<file path="src/rtl/mem_req_ctrl_pkg.sv">
// Shared types and constants for the memory request front-end and its bench.
package mem_ctrl_pkg;

  localparam int ADDR_W_DEF = 8;
  localparam int DATA_W_DEF = 8;

  localparam logic WR = 1'b1;
  localparam logic RD = 1'b0;

  typedef struct packed {
    logic                  wr_rd;
    logic [ADDR_W_DEF-1:0] addr;
    logic [DATA_W_DEF-1:0] wdata;
  } req_t;

  typedef enum logic [1:0] {
    IDLE,
    WAIT,
    RESP
  } ctrl_state_e;

endpackage

</file>
<file path="src/rtl/mem_req_ctrl_if.sv">
// Request, response and memory-port bundle of mem_req_ctrl.
interface mem_req_ctrl_if #(
  parameter int ADDR_W = 8,
  parameter int DATA_W = 8
);

  logic              req_valid;
  logic              req_ready;
  logic              req_wr_rd;
  logic [ADDR_W-1:0] req_addr;
  logic [DATA_W-1:0] req_wdata;

  logic              rsp_valid;
  logic              rsp_ready;
  logic [DATA_W-1:0] rsp_rdata;

  logic [ADDR_W-1:0] mem_addr;
  logic              mem_wr_rd;
  logic [DATA_W-1:0] mem_wr_data;
  logic [DATA_W-1:0] mem_rd_data;

  logic              busy;

  modport slave (
    input  req_valid, req_wr_rd, req_addr, req_wdata, rsp_ready, mem_rd_data,
    output req_ready, rsp_valid, rsp_rdata, mem_addr, mem_wr_rd, mem_wr_data, busy
  );

  modport master (
    output req_valid, req_wr_rd, req_addr, req_wdata, rsp_ready, mem_rd_data,
    input  req_ready, rsp_valid, rsp_rdata, mem_addr, mem_wr_rd, mem_wr_data, busy
  );

endinterface

</file>
<file path="src/rtl/mem_req_fifo.sv">
// In-order request FIFO; full/empty derive from the registered count only.
module mem_req_fifo
  import mem_ctrl_pkg::*;
#(
  parameter int  DEPTH   = 4,
  parameter type entry_t = req_t
) (
  input  logic   clk,
  input  logic   rst,
  input  logic   push,
  input  logic   pop,
  input  entry_t din,
  output entry_t dout,
  output logic   full,
  output logic   empty
);

  localparam int PTR_W = $clog2(DEPTH);
  localparam logic [PTR_W:0] FULL_CNT = DEPTH[PTR_W:0];

  entry_t           store [DEPTH];
  logic [PTR_W-1:0] wptr;
  logic [PTR_W-1:0] rptr;
  logic [PTR_W:0]   cnt;
  logic             do_push;
  logic             do_pop;

  assign full    = (cnt == FULL_CNT);
  assign empty   = (cnt == '0);
  assign do_push = push && !full;
  assign do_pop  = pop && !empty;
  assign dout    = store[rptr];

  // Power-of-two depth lets the pointers wrap by plain overflow.
  always_ff @(posedge clk or negedge rst) begin
    if (!rst) begin
      wptr <= '0;
      rptr <= '0;
      cnt  <= '0;
    end else begin
      if (do_push) wptr <= wptr + 1'b1;
      if (do_pop)  rptr <= rptr + 1'b1;
      case ({do_push, do_pop})
        2'b10:   cnt <= cnt + 1'b1;
        2'b01:   cnt <= cnt - 1'b1;
        default: cnt <= cnt;
      endcase
    end
  end

  always_ff @(posedge clk) begin
    if (do_push) store[wptr] <= din;
  end

endmodule

</file>
<file path="src/rtl/mem_req_ctrl.sv">
// Sequences queued read/write requests onto a single-port memory and
// returns read data on a valid/ready response channel, one read in flight.
module mem_req_ctrl
  import mem_ctrl_pkg::*;
#(
  parameter int ADDR_W = ADDR_W_DEF,
  parameter int DATA_W = DATA_W_DEF,
  parameter int DEPTH  = 4,
  parameter int RD_LAT = 1
) (
  input logic           clk,
  input logic           rst,
  mem_req_ctrl_if.slave bus
);

  typedef struct packed {
    logic              wr_rd;
    logic [ADDR_W-1:0] addr;
    logic [DATA_W-1:0] wdata;
  } entry_t;

  localparam logic [2:0] LAT_INIT = 3'(RD_LAT);

  entry_t            push_ent;
  entry_t            head;
  logic              full;
  logic              empty;
  logic              pop;

  ctrl_state_e       state;
  logic [2:0]        lat_cnt;
  logic              rsp_valid;
  logic [DATA_W-1:0] rsp_rdata;
  logic [ADDR_W-1:0] mem_addr;
  logic              mem_wr_rd;
  logic [DATA_W-1:0] mem_wr_data;

  assign push_ent = '{wr_rd: bus.req_wr_rd, addr: bus.req_addr, wdata: bus.req_wdata};

  // A pop is only ever taken when the issue slot is free: idle, or the
  // pending response is being handed off on this very edge.
  assign pop = !empty && ((state == IDLE) || ((state == RESP) && bus.rsp_ready));

  mem_req_fifo #(
    .DEPTH   (DEPTH),
    .entry_t (entry_t)
  ) u_fifo (
    .clk   (clk),
    .rst   (rst),
    .push  (bus.req_valid),
    .pop   (pop),
    .din   (push_ent),
    .dout  (head),
    .full  (full),
    .empty (empty)
  );

  always_ff @(posedge clk or negedge rst) begin
    if (!rst) begin
      state       <= IDLE;
      lat_cnt     <= '0;
      rsp_valid   <= 1'b0;
      rsp_rdata   <= '0;
      mem_addr    <= '0;
      mem_wr_rd   <= 1'b0;
      mem_wr_data <= '0;
    end else begin
      mem_wr_rd <= 1'b0;
      if ((state == RESP) && bus.rsp_ready) rsp_valid <= 1'b0;
      if (pop) begin
        mem_addr <= head.addr;
        if (head.wr_rd == WR) begin
          mem_wr_rd   <= 1'b1;
          mem_wr_data <= head.wdata;
          state       <= IDLE;
        end else begin
          lat_cnt <= LAT_INIT;
          state   <= WAIT;
        end
      end else begin
        case (state)
          WAIT: begin
            if (lat_cnt == '0) begin
              rsp_rdata <= bus.mem_rd_data;
              rsp_valid <= 1'b1;
              state     <= RESP;
            end else begin
              lat_cnt <= lat_cnt - 1'b1;
            end
          end
          RESP: begin
            if (bus.rsp_ready) state <= IDLE;
          end
          default: state <= IDLE;
        endcase
      end
    end
  end

  assign bus.req_ready   = !full;
  assign bus.rsp_valid   = rsp_valid;
  assign bus.rsp_rdata   = rsp_rdata;
  assign bus.mem_addr    = mem_addr;
  assign bus.mem_wr_rd   = mem_wr_rd;
  assign bus.mem_wr_data = mem_wr_data;
  assign bus.busy        = !empty || (state != IDLE) || rsp_valid;

endmodule

</file>
<file path="src/flat_wrapper.sv">
// flat-port wrapper written by rule: the top's interface ports become plain ports
module mem_req_ctrl_flat import mem_ctrl_pkg::*;
#(
  parameter int ADDR_W = ADDR_W_DEF,
  parameter int DATA_W = DATA_W_DEF,
  parameter int DEPTH  = 4,
  parameter int RD_LAT = 1
)
  (clk, rst, bus_req_valid, bus_req_wr_rd, bus_req_addr, bus_req_wdata, bus_rsp_ready, bus_mem_rd_data, bus_req_ready, bus_rsp_valid, bus_rsp_rdata, bus_mem_addr, bus_mem_wr_rd, bus_mem_wr_data, bus_busy);
  mem_req_ctrl_if #(.ADDR_W(ADDR_W), .DATA_W(DATA_W)) bus_i ();
  input logic clk;
  input logic rst;
  input wire logic [$bits(bus_i.req_valid)-1:0] bus_req_valid;
  input wire logic [$bits(bus_i.req_wr_rd)-1:0] bus_req_wr_rd;
  input wire logic [$bits(bus_i.req_addr)-1:0] bus_req_addr;
  input wire logic [$bits(bus_i.req_wdata)-1:0] bus_req_wdata;
  input wire logic [$bits(bus_i.rsp_ready)-1:0] bus_rsp_ready;
  input wire logic [$bits(bus_i.mem_rd_data)-1:0] bus_mem_rd_data;
  output wire logic [$bits(bus_i.req_ready)-1:0] bus_req_ready;
  output wire logic [$bits(bus_i.rsp_valid)-1:0] bus_rsp_valid;
  output wire logic [$bits(bus_i.rsp_rdata)-1:0] bus_rsp_rdata;
  output wire logic [$bits(bus_i.mem_addr)-1:0] bus_mem_addr;
  output wire logic [$bits(bus_i.mem_wr_rd)-1:0] bus_mem_wr_rd;
  output wire logic [$bits(bus_i.mem_wr_data)-1:0] bus_mem_wr_data;
  output wire logic [$bits(bus_i.busy)-1:0] bus_busy;
  assign bus_i.req_valid = bus_req_valid;
  assign bus_i.req_wr_rd = bus_req_wr_rd;
  assign bus_i.req_addr = bus_req_addr;
  assign bus_i.req_wdata = bus_req_wdata;
  assign bus_i.rsp_ready = bus_rsp_ready;
  assign bus_i.mem_rd_data = bus_mem_rd_data;
  assign bus_req_ready = bus_i.req_ready;
  assign bus_rsp_valid = bus_i.rsp_valid;
  assign bus_rsp_rdata = bus_i.rsp_rdata;
  assign bus_mem_addr = bus_i.mem_addr;
  assign bus_mem_wr_rd = bus_i.mem_wr_rd;
  assign bus_mem_wr_data = bus_i.mem_wr_data;
  assign bus_busy = bus_i.busy;
  mem_req_ctrl #(.ADDR_W(ADDR_W), .DATA_W(DATA_W), .DEPTH(DEPTH), .RD_LAT(RD_LAT)) u_core (.clk(clk), .rst(rst), .bus(bus_i));
endmodule
</file>
<file path="config.mk">
export PLATFORM = sky130hd
export DESIGN_NAME = mem_req_ctrl_flat
export DESIGN_NICKNAME = d
export VERILOG_FILES = /design/src/rtl/mem_req_ctrl_pkg.sv /design/src/rtl/mem_req_ctrl_if.sv /design/src/rtl/mem_req_fifo.sv /design/src/rtl/mem_req_ctrl.sv /design/src/flat_wrapper.sv
export SDC_FILE = /design/constraint.sdc
export NUM_CORES = 1
export LEC_CHECK = 0
export BUFFER_PORTS_ARGS = -buffer_cell sky130_fd_sc_hd__buf_2
export CAP_MARGIN = 20
export CORE_ASPECT_RATIO = 1.5
export CORE_MARGIN = 2
export CORE_UTILIZATION = 45
export CTS_CLUSTER_DIAMETER = 100
export DETAILED_ROUTE_END_ITERATION = 12
export GPL_TIMING_DRIVEN = 0
export PLACE_DENSITY = 0.78
export RECOVER_POWER = 100
export SYNTH_ARGS = -nofsm -noshare
export SYNTH_HDL_FRONTEND = slang
export SYNTH_SLANG_ARGS = --single-unit
</file>
<file path="constraint.sdc">
create_clock -name clk -period 2.2 [get_ports clk]
set_input_delay 0.44 -clock clk [delete_from_list [all_inputs] [get_ports clk]]
set_output_delay 0.44 -clock clk [all_outputs]
set_load 0.005 [all_outputs]
</file>
==> metrics.md <==
| Metric | Value |
|---|---|
| Sequential cell area | `2993 um2` |
| Skew final | `0.006069 ns` |
| Initial DRC count | `80` |
| Mapped Avg Cell Area | `19.69 um2` |
| Crit-path leading delay family | `simple AND/OR/NAND/NOR gates` |
| Final Hold Slack | `roughly 0.26 ns` |
| I/O pin cnt | `57` |
| R2R Path End | `u_core.u_fifo.cnt[2]$_DFFE_PN0P_` |
| Wire per inst | `17.51 um` |
| Max-Slew Margin vs Limit | `33.55%` |
| Share of the synthesized area in the top cell type | `48.69%` |
| Worst reg2reg startpoint | `u_core.u_fifo.cnt[1]$_DFFE_PN0P_` |
| Initial antenna violation count | `0` |
| Crit path cell chain | `buf_4 > or3_4 > or4_4 > buf_6` |
| Area Growth Syn to Fin | `18.74%` |
| Global-route wire length before repair | `11220 um` |
| Slowest Stage Delay on Critical Path | `0.42 ns` |
| Crit path time final | `2.250 ns` |
| Main synth FF type | `edfxtp_1` |
| R2R Setup Slk | `0.07 ns` |
| Fin crit share | `102.3%` |
| Peak supply drop | `0.0007758 V` |
| CTS tree | `yes` |
| Slowest CP cell | `or4_4` |
| Yosys warning count | `0` |
| ANT nets after route | `0` |
| Vias per cell | `5.267` |
| Maximum clock frequency | `around 440 MHz` |
| Final setup violating endpoints | `1` |
| Tot Pwr | `7202 uW` |
| Router iterations before antenna repair | `4` |
| Final hold violations | `0` |
| Area of the multi-input gates | `1147 um2` |
| Via Count | `2133` |
| Failing checks | `setup timing` |
| Netlist Area Pre-Place | `4194 um2` |
| Critical path type | `flip-flop to output port` |
| Pwr Density | `1446 nW/um2` |
| Worst setup startpoint | `u_core.u_fifo.cnt[2]$_DFFE_PN0P_` |
| Outcome | `finished, violations left` |
| Most common cell in the netlist | `edfxtp_1` |
| Largest net degree at the start of global routing | `39` |
| RD Place Congestion | `0.7352` |
| RSZ-0062 raised after global routing | `yes` |
| Global route overflow | `0` |
| DRC | `0` |
| CTS buffer count | `9` |
| H-tree depth | `3` |
| CTS Root Cell | `clkbuf_16` |
| CP Launch Type | `flip-flop` |
| Share of post-route cells with drive strength above 1 | `approximately 39%` |
| Fill cells | `760` |
| Register area share after synthesis | `71.36%` |
| Initial core utilization | `45.85%` |
| Clock Sinks | `106` |
| FF-to-FF path depth | `9` |
| Slew Limit Fails | `0` |
| CP max FO | `3` |
| Die outline height | `122.2 um` |
| Post-synth ARST share | `35.85%` |
| Clk slew on worst S/H paths | `0.07 ns` |
| Synth top cells by count | `68 x edfxtp_1, 38 x dfrtp_1, 18 x mux2_2` |
| Die Span X | `82.83 um` |
| Number of global-route vias before repair | `about 2200` |
| Endpoint class of the critical path | `output port` |
| Number of synthesized register bits | `around 110` |
| Post-synth EDFFs | `68` |
| Synth area leaders | `edfxtp_1 49%, dfrtp_1 23%, mux4_2 5.4%, mux2_2 4.8%, mux4_1 4.4%` |
| Largest area contributor in the netlist | `edfxtp_1` |
| Syn_nets | `250` |
| Post-CTS Hold Fix Bufs | `0` |
| Critical path buffer and inverter count | `2` |
| PortBufs | `56` |
| Max Root-Sink Buffers | `2` |
| Die area | `10120 um2` |
| Ant diodes | `0` |
| GRT Total Usage | `between 10 and 15%` |
| Core area | `9146 um2` |
| DP Worst Slack | `-0.1481 ns` |
| WP data required | `roughly 1.8 ns` |
| Worst-Margin Slew | `between 0.9 and 1 ns` |
| Final worst setup slack | `-0.05021 ns` |
| Arrival @ worst endpoint | `1.81 ns` |
| Clk_lat worst skew | `0.34 ns` |
| Routed wire length | `7093 um` |
| Hold Path Class | `primary input to asynchronous set/reset pin` |
| Pleak | `0.001940 uW` |
| Unique masters post-synth | `36` |
| Mapped Cells | `213` |
| Final #Nets | `325` |
| MaxCap Viol Count | `0` |
| Row Count | `43` |
| DP HPWL | `4652 um` |
## cell families (layout without fill, tap and decap cells)
logic type	Yosys count	in the layout	share of synthesized area [%]
muxes	42	42	17.09
and+or+nand+nor	27	27	4.237
buffers and inverters	15	95	1.730
DFF	106	106	71.36
adders and majority gates	8	8	2.566
xor gates and xnor gates	7	7	1.462
AOI/OAI and AO/OA	8	8	1.551
## worst reg2reg max path, delay by kind of cell, from the launching register on
family / cells / cell delay (ns)
flip-flops: 1 / 0.42
XOR/XNOR: 2 / 0.31
adder cells (fa/ha/maj): 2 / 0.49
buffers and inverters: 2 / 0.10
AND/OR/NAND/NOR: 3 / 0.72
## final cells by class
| cell class | count | share of cell area, % |
|---|---|---|
| sequential | 106 | 60.10 |
| multi-input combinational | 92 | 23.04 |
| timing repair buffer | 64 | 6.608 |
| clock buffer | 11 | 4.874 |
| tap | 112 | 2.814 |
| clock inverter | 5 | 1.080 |
| inverter | 10 | 0.7538 |
| buffer | 5 | 0.7286 |
## cell usage in the layout (no fill, tap or decap), drive strengths merged
cell	count
nor3	4
a21o	1
dfrtp	38
bufinv	1
nor2	3
a32oi	1
nand2	2
or4	2
nand4	1
o21ai	2
nand3	1
and3	4
and2	1
xnor2	4
ha	7
or3b	1
nor2b	3
buf	49
or3	1
fa	1
o31ai	1
a31o	3
mux2	25
xor2	3
inv	11
nand2b	3
edfxtp	68
clkbuf	31
clkinv	3
mux4	17
and4	1
## what timing repair did
item,4_1_cts,5_1_grt
gates cloned,0,0
resized for setup,3,7
pin swaps,2,5
buffers inserted,2,6
setup endpoints to repair,2,11
## power by group
| group | leakage (uW) | switching, uW | internal [uW] | total [uW] |
|---|---|---|---|---|
| combinational | 0.000718 | 1160 | 1400 | 2560 |
| sequential | 0.00107 | 272 | 2790 | 3060 |
| clock | 0.000150 | 669 | 912 | 1580 |
## state kept, by name, summed over array words and instances (netlist names), 3 cells and up
signal / cells
u_core.u_fifo.store: 68
u_core.bus.mem_addr: 8
u_core.bus.mem_wr_data: 8
u_core.bus.rsp_rdata: 8
u_core.lat_cnt: 3
u_core.u_fifo.cnt: 3
## routing by layer
metal  vias to the layer above  global-route usage, %  wire length [um]
li1                        973                      -                 -
met1                      1109                  16.49              2777
met2                        40                  26.21              3897
met3                        11                  4.304               271
met4                         0                  6.455               146
met5                         -                      0                 0
## how the worst max path moves through the flow
stage,depth (start not counted),slack (ns),to
after floorplan,9,0.05,u_core.u_fifo.cnt[2]$_DFFE_PN0P_
after global placement,9,-0.11,u_core.u_fifo.cnt[2]$_DFFE_PN0P_
after detailed placement,9,-0.15,u_core.u_fifo.cnt[2]$_DFFE_PN0P_
after CTS,9,-0.02,u_core.u_fifo.cnt[2]$_DFFE_PN0P_
after global routing,4,-0.1,bus_busy
final,4,-0.05,bus_busy
## through the flow
stage | instance area [um2] | utilization (%) | TNS (ns) | std cells
floorplan | 4194 | - | 0 | 213
global placement | 4614 | 50.45 | -0.1071 | 381
detailed placement | 4614 | 50.45 | -0.1481 | 381
CTS | 4936 | 53.97 | -0.02158 | 399
global route | 4980 | 54.45 | -0.1828 | 405
finish | 4980 | 54.45 | -0.05021 | 405
(Power assumes the default switching activity.)
